**src/rtl/fifo_rd_ctrl.sv**
```systemverilog
// Read-side controller for a dual-clock FIFO: write-pointer synchroniser, read pointer,
// empty/level decode, and a 2-entry skid buffer turning the registered array read into a stream.
module fifo_rd_ctrl #(
    parameter int FIFO_WIDTH  = 4,
    parameter int ADDR_WIDTH  = 3,
    parameter int SYNC_STAGES = 2
) (
    input  logic                  clk,
    input  logic                  rst_n,
    input  logic [ADDR_WIDTH:0]   wr_ptr_gray_i,
    output logic                  mem_rd_en,
    output logic [ADDR_WIDTH-1:0] mem_rd_addr,
    input  logic [FIFO_WIDTH-1:0] mem_rd_data,
    output logic                  mem_empty,
    output logic [ADDR_WIDTH:0]   rd_ptr_gray_o,
    output logic                  out_valid,
    input  logic                  out_ready,
    output logic [FIFO_WIDTH-1:0] out_data,
    output logic [ADDR_WIDTH:0]   level
);

    localparam int PW = ADDR_WIDTH + 1;

    logic [SYNC_STAGES-1:0][PW-1:0] sync_q;
    logic [PW-1:0]                  wr_ptr_sync;
    logic [PW-1:0]                  wr_bin;

    logic [PW-1:0]         rd_ptr_q, rd_ptr_d;
    logic [PW-1:0]         rd_gray_q, rd_gray_d;
    logic                  inflight_q, inflight_d;
    logic [1:0]            count_q, count_d;
    logic [FIFO_WIDTH-1:0] data_q [2];
    logic [FIFO_WIDTH-1:0] data_d [2];

    logic empty;
    logic issue;
    logic push;
    logic pop;

    assign wr_ptr_sync = sync_q[SYNC_STAGES-1];

    // Each binary bit is the XOR of all Gray bits at or above it.
    always_comb begin
        wr_bin = '0;
        for (int i = 0; i < PW; i++) begin
            wr_bin[i] = ^(wr_ptr_sync >> i);
        end
    end

    // Both operands are flops, so empty cannot glitch while pointers roll over.
    assign empty = (rd_gray_q == wr_ptr_sync);

    assign out_valid = (count_q != 2'd0);
    assign pop       = out_valid && out_ready;
    assign push      = inflight_q;

    // A read is issued only if the buffer is guaranteed a free slot when its data lands.
    assign issue = !empty &&
                   ((({1'b0, count_q} + {2'b00, inflight_q}) < 3'd2) || pop);

    // NOTE: every combinational output gets a default before any branch, so no path leaves it
    // unassigned and no latch is inferred.
    always_comb begin
        rd_ptr_d   = rd_ptr_q + {{ADDR_WIDTH{1'b0}}, issue};
        rd_gray_d  = rd_ptr_d ^ (rd_ptr_d >> 1);
        inflight_d = issue;
        count_d    = count_q;
        data_d     = data_q;

        case ({push, pop})
            2'b01: begin
                data_d[0] = data_q[1];
                count_d   = count_q - 2'd1;
            end
            2'b10: begin
                if (count_q == 2'd0) begin
                    data_d[0] = mem_rd_data;
                end else begin
                    data_d[1] = mem_rd_data;
                end
                count_d = count_q + 2'd1;
            end
            2'b11: begin
                if (count_q == 2'd1) begin
                    data_d[0] = mem_rd_data;
                end else begin
                    data_d[0] = data_q[1];
                    data_d[1] = mem_rd_data;
                end
            end
            default: ;
        endcase
    end

    // NOTE: sequential state uses non-blocking assignments so every flop samples the
    // pre-edge values, independent of statement order.
    always_ff @(posedge clk or negedge rst_n) begin
        if (!rst_n) begin
            sync_q <= '0;
        end else begin
            sync_q <= {sync_q[SYNC_STAGES-2:0], wr_ptr_gray_i};
        end
    end

    // NOTE: the two-entry buffer is reset along with the control state; this is cheap at this
    // size and keeps out_data deterministic, unlike a large storage array which is left unreset.
    always_ff @(posedge clk or negedge rst_n) begin
        if (!rst_n) begin
            rd_ptr_q   <= '0;
            rd_gray_q  <= '0;
            inflight_q <= 1'b0;
            count_q    <= 2'd0;
            data_q[0]  <= '0;
            data_q[1]  <= '0;
        end else begin
            rd_ptr_q   <= rd_ptr_d;
            rd_gray_q  <= rd_gray_d;
            inflight_q <= inflight_d;
            count_q    <= count_d;
            data_q[0]  <= data_d[0];
            data_q[1]  <= data_d[1];
        end
    end

`ifndef SYNTHESIS
    always_ff @(posedge clk) begin
        if (rst_n) begin
            assert (!(push && !pop && count_q == 2'd2))
                else $error("buffer overflow: push into full buffer");
        end
    end
`endif

    assign mem_rd_en     = issue;
    assign mem_rd_addr   = rd_ptr_q[ADDR_WIDTH-1:0];
    assign mem_empty     = empty;
    assign rd_ptr_gray_o = rd_gray_q;
    assign out_data      = out_valid ? data_q[0] : '0;
    assign level         = wr_bin - rd_ptr_q;

endmodule

```
**config.mk**
```make
export PLATFORM = sky130hd
export DESIGN_NAME = fifo_rd_ctrl
export DESIGN_NICKNAME = d
export VERILOG_FILES = /design/src/rtl/fifo_rd_ctrl.sv
export SDC_FILE = /design/constraint.sdc
export NUM_CORES = 1
export LEC_CHECK = 0
export ABC_AREA = 1
export BUFFER_PORTS_ARGS = -buffer_cell sky130_fd_sc_hd__buf_2
export CORE_MARGIN = 1
export CORE_UTILIZATION = 40
export CTS_BUF_LIST = sky130_fd_sc_hd__clkbuf_4
export DETAILED_ROUTE_END_ITERATION = 8
export PLACE_DENSITY = 0.66
export SETUP_SLACK_MARGIN = 0.05
export SLEW_MARGIN = 20
export SYNTH_ARGS = -nofsm -noshare
export SYNTH_HDL_FRONTEND = slang
export SYNTH_SLANG_ARGS = --single-unit
```
**constraint.sdc**
```tcl
create_clock -name clk -period 2.35 [get_ports clk]
set_input_delay 0 -clock clk [delete_from_list [all_inputs] [get_ports clk]]
set_output_delay 0 -clock clk [all_outputs]
set_load 0.1 [all_outputs]
```
# After elaboration in Yosys (flattened, before gate mapping)
# Cells that the tools add are included.
op_classes:
  eq_ne: 8
  reduce_logical: 15
  n_bitwise: 1
  magnitude_cmp: 1
  n_addsub: 5
  n_mux: 8
ops:
  columns: ["operator", "count"]
  rows:
  - ["2-to-1 mux 4 bit", 5]
  - ["XOR reduction 4 bit", 4]
  - ["case mux 4 bit (3 select lines)", 1]
  - ["case mux 4 bit (2 select lines)", 1]
  - ["!= test 2 bit (second input constant)", 3]
  - ["nonzero test 2 bit", 3]
  - ["adder 4 x 1 -> 4 bit", 1]
  - ["== test 2 x 1 -> 1 bit (second input constant)", 2]
  - ["== test 2 bit (second input constant)", 2]
  - ["== test 4 bit", 1]
  - ["case mux 2 bit (2 select lines)", 1]
  - ["subtractor 4 bit", 1]
  - ["XOR 4 x 3 -> 4 bit", 1]
  - ["adder 2 x 1 -> 3 bit", 1]
  - ["< comparator 3 x 2 -> 1 bit (second input constant)", 1]
  - ["AND reduction 3 bit", 1]
  - ["nonzero test 3 bit", 1]
  - ["adder 2 x 1 -> 2 bit (second input constant)", 1]
  - ["logical AND 1 bit", 2]
  - ["logical NOT 2 bit", 1]
  - ["AND reduction 2 bit", 1]
  - ["subtractor 2 x 1 -> 2 bit (second input constant)", 1]
  - ["logical NOT 1 bit", 1]
  - ["logical OR 1 bit", 1]
totals:
  word_cells: 46
  out_inout_bits: 18
  ff_bits: 27

# Depth between registers and ports, before layout
# Gate-level depths: netlist of run 1.
depth:
  depth_word: 6
  ltp_mapped: 13
  ltp_nobuf: 13

# Worst setup path before layout of run 1
# OpenSTA, ideal clock, no wires.
synth_timing:
  path_type: "register to register"
  start: "register rd_gray_q[3], in the netlist rd_ptr_gray_o[3]"
  end: "register rd_gray_q[2], in the netlist rd_ptr_gray_o[2]"
  n_path_buf: 0
  arrival_time_ns: 4.649
  slack_ns: -2.418
  required_ns: 2.231
  setup_ns: 0.119
  stages_incl_launch_ff: 12
  path_cell_list: "dfrtp_1 -> nand2_1 -> nand2_1 -> nand2_1 -> nor2_1 -> nor2_1 -> ha_1 -> ha_1 -> xnor2_1 -> inv_1 -> nand3_1 -> nand2_1"
synth_via:
  elab_chain_len: 5
synth_lines:
  columns: ["item", "line", "source"]
  rows:
  - ["start: declaration", "29", "logic [PW-1:0] rd_gray_q, rd_gray_d;"]
  - ["start signal: assignment", "117", "rd_gray_q <= rd_gray_d;"]
  - ["== test 4 bit", "51", "assign empty = (rd_gray_q == wr_ptr_sync);"]
  - ["via mem_empty", "14", "output logic mem_empty,"]
  - ["logical NOT 1 bit", "58", "assign issue = !empty &&"]
  - ["logical AND 1 bit", "58", null]
  - ["via mem_rd_en", "11", "output logic mem_rd_en,"]
  - ["adder 4 x 1 -> 4 bit", "64", "rd_ptr_d = rd_ptr_q + {{ADDR_WIDTH{1'b0}}, issue};"]
  - ["via rd_ptr_d[2]", "28", "logic [PW-1:0] rd_ptr_q, rd_ptr_d;"]
  - ["XOR 4 x 3 -> 4 bit", "65", "rd_gray_d = rd_ptr_d ^ (rd_ptr_d >> 1);"]
  - ["via rd_gray_d[2]", "29", null]
# The timed path passes the listed nets, and every way through them passes these cells.
# A chain may end at the register's enable or synchronous reset.

# Final worst setup path of run 1
layout_timing:
  start: "register sync_q, in the netlist wr_ptr_sync[2]"
  end: "output port level[2]"
layout_via:
  elab_chain_len: 2
layout_lines:
  columns: ["item", "line", "source"]
  rows:
  - ["start: declaration", "24", "logic [SYNC_STAGES-1:0][PW-1:0] sync_q;"]
  - ["start signal: assignment", "101", "sync_q <= {sync_q[SYNC_STAGES-2:0], wr_ptr_gray_i};"]
  - ["XOR reduction 4 bit", "46", "wr_bin[i] = ^(wr_ptr_sync >> i);"]
  - ["subtractor 4 bit *", "139", "assign level = wr_bin - rd_ptr_q;"]
  - ["end: declaration", "19", "output logic [ADDR_WIDTH:0] level"]
# Every way passes the cells marked *; elsewhere a longest branch is shown, timed or not.

==> parameters.txt, run 1 <==
Parameter                              Value

Synthesis
  Yosys reg bits    26
  Most frequent cell after synthesis    sky130_fd_sc_hd__nand2_1
  Sequential-to-total area share from yosys stat    0.486
  Leading post-synthesis cells by instance count    55 x sky130_fd_sc_hd__nand2_1, 29 x sky130_fd_sc_hd__inv_1, 26 x sky130_fd_sc_hd__dfrtp_1
  Cell Area, Synth    1340 um^2
  Unique masters post-synth    18
  Main synth FF type    sky130_fd_sc_hd__dfrtp_1
  Average cell area after synthesis    8.42 um^2
  Top-area cell type share of the netlist area    0.486
  Yosys top cell by area    sky130_fd_sc_hd__dfrtp_1
  Synth Area in Compound Gates    0.0262
  Async SR Flop Fraction    1.00
  Net count after synthesis    180
  Synth Area in Adders    0.0991
  Count of warnings emitted by yosys    0
  Synthesized instance count    159
  Simple-Gate Fraction of Synth Area    0.231
  Xor and xnor area share after synthesis    0.0710
  Post-synth EDFFs    0
  Combinational family with the most area after synthesis    simple AND/OR/NAND/NOR gates
  Multiplexer area fraction after synthesis    0
  Top post-synthesis cells by area    sky130_fd_sc_hd__dfrtp_1 49%, sky130_fd_sc_hd__nand2_1 15%, sky130_fd_sc_hd__ha_1 8.4%

CTS
  Number of buffers on the longest clock path    2
  Level count of the clock H-tree    1
  TritonCTS clock tree    yes
  Total clock sinks    26
  Clock insertion delay at the later pin of the skew report    0.31 ns
  Clock buffer count from CTS    3
  Number of setup buffers added after CTS    0
  Clk slew on worst S/H paths    0.13 ns
  Clock root cell    sky130_fd_sc_hd__clkbuf_4

Critical path
  Class of the most critical setup path    reg -> out
  Dominant delay contributor by cell family on the critical path    adder cells
  Largest incremental delay on the critical path    0.47 ns
  CP required    2.35 ns
  Critical-path top delay cell    sky130_fd_sc_hd__dfrtp_2
  Launching element type of the critical path    register
  Highest net fanout along the worst path    4
  Crit path depth    9
  Sum of buffers and inverters on the critical path    3
  Cells traversed along the worst timing path    xor2_2, o21ai_1, nand2_1, inv_1, ha_1, inv_1, fa_2, xor2_2, buf_12
  Endpoint class of the critical path    primary output
  CP arrival    2.19 ns
  Count of cells along the worst register-to-register path    13

Die
  Horizontal die dimension    59.9 um
  Effective utilization at floorplan    0.431
  Std cell rows    20
  Die ar.    3580 um^2
  Number of I/O pins    29
  Core footprint    3100 um^2
  Chip Height    59.9 um

Worst hold path
  Hold path cells    5
  Worst hold-check path type    in -> reg

Drt
  Number of DRC markers after the initial detailed-route iteration    22
  Detail Route Antenna Nets    0
  Aggregate routed wire length    2510 um
  Routed length per placed instance    10.3 um
  DR vias/cell    4.34
  Count of unresolved DRC violations after routing    0
  1st-pass router iterations    4
  Vias after detailed routing    1060

Layout
  Final design utilization    0.577
  Total of fill cells in the finished design    281
  Final cell count without fillers    244
  Proportion of layout cells with a drive suffix above 1    0.270
  Final #Nets    222
  Sequential standard cell area    667 um^2
  Area taken by multi-input logic gates    642 um^2
  Relative area change from synthesis to final layout    33.8%
  Number of diodes added for antenna fixing    0

Timing
  Setup repair after global routing missed its margin    false
  Hold violation total from the final report    0
  Transition time of the tightest slew-check pin    0.545 ns
  Crit share post-route    0.933
  Clock tree skew after final layout    0.00426 ns
  Finish-stage setup viols    0
  Fin. max-slew vios    0
  Relative slew slack    0.637
  Period minus WS final    2.19 ns
  Timing-limited maximum frequency    456 MHz

Run status
  Outcome    complete, no violations

Global routing
  Maximum number of pins on one net before global-route repair    27
  Via count of the first global-routing pass    1066
  Overall fraction of global-route tracks in use    0.161
  GR Overflow Total    0
  Wire length of the first global-routing pass    4260 um
  Initial antenna violation count    0

Placed design
  IO buf count    28
  Total half-perimeter wirelength after legalization and detailed placement    1940 um
  Cell total after placement    231
  Global placement routability congestion    0.724

Job
  Number of maximum-capacitance violations    0
==> final cells by class <==
type	instances	share of cell area
flip-flops and latches	26	0.372
multi-input cells	102	0.358
repair buffers	37	0.142
inverters	31	0.0677
well taps	44	0.0307
clock inverters	1	0.0168
clock buffers	3	0.0126
==> kinds of logic (layout without fill, tap and decap cells) <==
family,count (synthesis),after routing
compound gates,7,7
fa+ha+maj,10,10
buf+inv,31,72
simple gates,75,75
flops,26,26
xor+xnor,10,10
==> per-layer routing <==
layer / GRT usage / wire length [um] / vias up
met4: 0.0598 / 23 / 0
li1: - / - / 552
met2: 0.297 / 1300 / 21
met1: 0.189 / 1100 / 485
met5: 0 / 0 / -
met3: 0.0216 / 85 / 2
==> layout by cell type (no fill, tap or decap), types with 4 or more instances in the layout <==
cell type and n:
sky130_fd_sc_hd__nand2_1 53, sky130_fd_sc_hd__inv_1 28, sky130_fd_sc_hd__buf_2 25, sky130_fd_sc_hd__dfrtp_1 21
sky130_fd_sc_hd__dlygate4sd3_1 9, sky130_fd_sc_hd__nor2_1 7, sky130_fd_sc_hd__nand3_1 7, sky130_fd_sc_hd__ha_1 7
sky130_fd_sc_hd__o21ai_0 4, sky130_fd_sc_hd__clkbuf_4 4, sky130_fd_sc_hd__dfrtp_4 4
==> metrics by stage <==
step | hold WS (ns) | TNS (ns) | instance area, um^2 | setup slack, ns
floorplan | -0.296 | -1.22 | 1430 | -0.266
global placement | 0.0196 | 0 | 1620 | 0.367
detailed placement | 0.0196 | 0 | 1620 | 0.316
CTS | 0.0887 | 0 | 1770 | 0.0817
global route | 0.102 | 0 | 1790 | 0.0398
finish | 0.0942 | 0 | 1790 | 0.158
==> flip-flops by register name, summed over array words and instances (netlist names) <==
register / flops
sync_q: 4
rd_ptr_q: 3
inflight_q: 1
data_q: 8
wr_ptr_sync: 4
count_q: 2
rd_ptr_gray_o: 4
==> final timing paths <==
path | from | endpoint | slack [ns]
max | wr_ptr_sync[2] | level[2] | 0.16
min | out_ready | data_q[5] | 0.09
max reg2reg | count_q[0] | rd_ptr_gray_o[2] | 0.30
min reg2reg | sync_q[2] | wr_ptr_sync[2] | 0.36
max in group asynchronous | rst_n | rd_ptr_gray_o[1] | 1.75
min in group asynchronous | rst_n | data_q[2] | 0.19
==> tightest hold or removal path: cells and delay by family <==
| family | cells | cell delay [ns] |
|---|---|---|
| buf+inv | 1 | 0.10 |
| simple gates | 4 | 0.27 |
==> timing repair <==
item | CTS | global route
hold buffers | 9 | 0
endpoints found under the hold margin | 35 | 0
resized for setup | 2 | 6
setup endpoints to repair | 2 | 3
Power of run 1 is not shown: default switching activity piles up to over one toggle a cycle in this logic, so the estimate is an artifact.
==> inputs of run 2 (changes only) <==
==> constraint.sdc (replaced) <==
create_clock -name clk -period 2.35 [get_ports clk]
set_input_delay 0.235 -clock clk [delete_from_list [all_inputs] [get_ports clk]]
set_output_delay 0.235 -clock clk [all_outputs]
set_load 0.1 [all_outputs]
==> run 2 against run 1 <==
Effect of this change: sequential share of layout area down 0.28 points; critical path depth unchanged; routed wire length down 1.4%; die area unchanged; global-route usage up 0.33 points; clock skew about the same; via count up 1.0%; non-clock buffer count down 3; fmax down 5.9%; cell area up 0.77%; first-iteration DRC count down 9.1%; count of clock-buffer cells in the layout unchanged; critical path type unchanged.
==> parameters.txt, run 2 (synthesis results as in run 1) <==
Parameter                              Value

Timing
  Setup repair after global routing missed its margin    true
  Hold violation total from the final report    0 (unchanged)
  Finish-stage setup viols    0 (unchanged)
  Clock tree skew after final layout    0.00387 ns (-0.000395 ns)
  Transition time of the tightest slew-check pin    0.570 ns (+0.0256 ns)
  Relative slew slack    0.620 (-0.0171)
  Worst hold slack across all endpoints    0.157 ns (+0.0624 ns)
  Timing-limited maximum frequency    429 MHz (-5.9%)
  Period minus WS final    2.33 ns (+0.138 ns)
  Fin. max-slew vios    0 (unchanged)
  Crit share post-route    0.991 (+0.0588)

Worst hold path
  Worst hold-check path type    in -> reg
  Critical hold path startpoint    mem_rd_data[3]

Layout
  Final design utilization    0.582 (+0.00444)
  Relative area change from synthesis to final layout    34.9%
  Commonest non-fill, non-tap cell in the layout    sky130_fd_sc_hd__nand2_1
  Final cell count without fillers    241 (-1.2%)
  Most flops, register    data_q
  Max reg flops    8 (unchanged)
  Proportion of layout cells with a drive suffix above 1    0.310 (+0.0396)
  Number of diodes added for antenna fixing    0 (unchanged)
  Final #Nets    219 (-1.4%)
  Leading cell types in the layout, fill and taps excluded    52 x sky130_fd_sc_hd__nand2_1, 27 x sky130_fd_sc_hd__inv_1, 24 x sky130_fd_sc_hd__buf_2, 17 x sky130_fd_sc_hd__dfrtp_1

Job
  Number of maximum-capacitance violations    0 (unchanged)

CTS
  Clock root cell    sky130_fd_sc_hd__clkbuf_4
  Number of buffers on the longest clock path    2 (unchanged)
  Clk slew on worst S/H paths    0.13 ns (about the same)
  Clock buffer count from CTS    3 (unchanged)
  Level count of the clock H-tree    1 (unchanged)
  TritonCTS clock tree    yes
  Clock insertion delay at the later pin of the skew report    0.32 ns (about the same)
  Total clock sinks    26 (unchanged)

Die
  Die ar.    3580 um^2 (unchanged)
  Horizontal die dimension    59.9 um (unchanged)
  Number of I/O pins    29 (unchanged)
  Effective utilization at floorplan    0.431 (unchanged)
  Std cell rows    20 (unchanged)
  Chip Height    59.9 um (unchanged)
  Core footprint    3100 um^2 (unchanged)

Drt
  Vias after detailed routing    1071 (+1.0%)
  1st-pass router iterations    4 (unchanged)
  Number of DRC markers after the initial detailed-route iteration    20 (-9.1%)
  Aggregate routed wire length    2480 um (-1.4%)
  Count of unresolved DRC violations after routing    0 (unchanged)
  Detail Route Antenna Nets    0 (unchanged)
  Routed length per placed instance    10.3 um (-0.17%)
  DR vias/cell    4.44 (+2.3%)

Placed design
  Global placement routability congestion    0.726 (+0.30%)
  Cell total after placement    231 (unchanged)
  Total half-perimeter wirelength after legalization and detailed placement    2010 um (+3.4%)
  IO buf count    28 (unchanged)

Global routing
  Overall fraction of global-route tracks in use    0.165 (+0.00331)
  Maximum number of pins on one net before global-route repair    27 (unchanged)
  GR Overflow Total    0 (unchanged)
  Initial antenna violation count    0 (unchanged)
  Wire length of the first global-routing pass    4300 um (+0.80%)
  Via count of the first global-routing pass    1048 (-1.7%)

Critical path
  Critical-path top delay cell    sky130_fd_sc_hd__dfrtp_2
  Dominant delay contributor by cell family on the critical path    adder cells
  Endpoint class of the critical path    primary output
  Class of the most critical setup path    reg -> out
  Launching element type of the critical path    register
  CP arrival    2.09 ns (-0.10 ns)
  Launch point of the worst path    wr_ptr_sync[2]
  Cells traversed along the worst timing path    xor2_2, o21ai_1, nand2_1, inv_1, ha_1, inv_2, fa_2, xor2_4, buf_12
  Sum of buffers and inverters on the critical path    3 (unchanged)
  CP required    2.12 ns (-0.23 ns)
  Largest incremental delay on the critical path    0.47 ns (about the same)
  Highest net fanout along the worst path    4 (unchanged)
  Reg-to-Reg Start    count_q[1]

Run status
  Outcome    complete, no violations
## run 2: cell types whose count changed in the layout (fill, tap and decap cells not counted), sizes merged
| cell | before | now |
|---|---|---|
| dlygate4sd3 | 9 | 5 |
| buf | 27 | 28 |
## run 2: worst paths after layout
check / cells after the start / slack [ns] / end
max: 9 / 0.02 / level[2]
min in group asynchronous: 2 / 0.43 / rd_ptr_gray_o[3]
max reg2reg: 13 / 0.35 / rd_ptr_gray_o[2]
min: 3 / 0.16 / data_q[3]
max in group asynchronous: 2 / 1.50 / rd_ptr_gray_o[1]
min reg2reg: 0 / 0.37 / wr_ptr_sync[1]
## run 2: layout make-up
| class | instances | area (um^2) |
|---|---|---|
| fillers | 294 | 1300 |
| flip-flops and latches | 26 | 667 |
| multi-input cells | 102 | 667 |
| repair buffers | 34 | 245 |
| inverters | 31 | 119 |
| well taps | 44 | 55.1 |
| clock inverters | 1 | 30.0 |
| clock buffers | 3 | 22.5 |
## run 2: metrics by stage
stage | instance area [um^2] | setup TNS [ns] | setup slack [ns]
6_report | 1810 | 0 | 0.0202
5_1_grt | 1810 | -0.289 | -0.110
2_1_floorplan | 1450 | -0.880 | -0.286
4_1_cts | 1770 | -0.0285 | -0.0242
3_3_place_gp | 1690 | 0 | 0.379
3_5_place_dp | 1690 | 0 | 0.323
## run 2: metal layers
| metal | vias to the layer above | part of all wire | global-route usage |
|---|---|---|---|
| met4 | 0 | 0.015 | 0.0698 |
| met3 | 4 | 0.034 | 0.0281 |
| met5 | - | 0 | 0 |
| met2 | 20 | 0.53 | 0.303 |
| met1 | 497 | 0.42 | 0.185 |
| li1 | 550 | - | - |
## run 2: tightest hold or removal path: cells and delay by family
kind                   cells  cell delay [ns]
AOI/OAI and AO/OA          1             0.07
buffers and inverters      2             0.14
## run 2: repair_timing
item / CTS / global route
hold buffers: 2 / 3
pin swaps: 4 / 2
hold endpoints to repair: 27 / 3
endpoints found under the setup margin: 3 / 4
resized for setup: 3 / 2
setup buffers: 1 / 0
Power of run 2 is left out for the same reason.
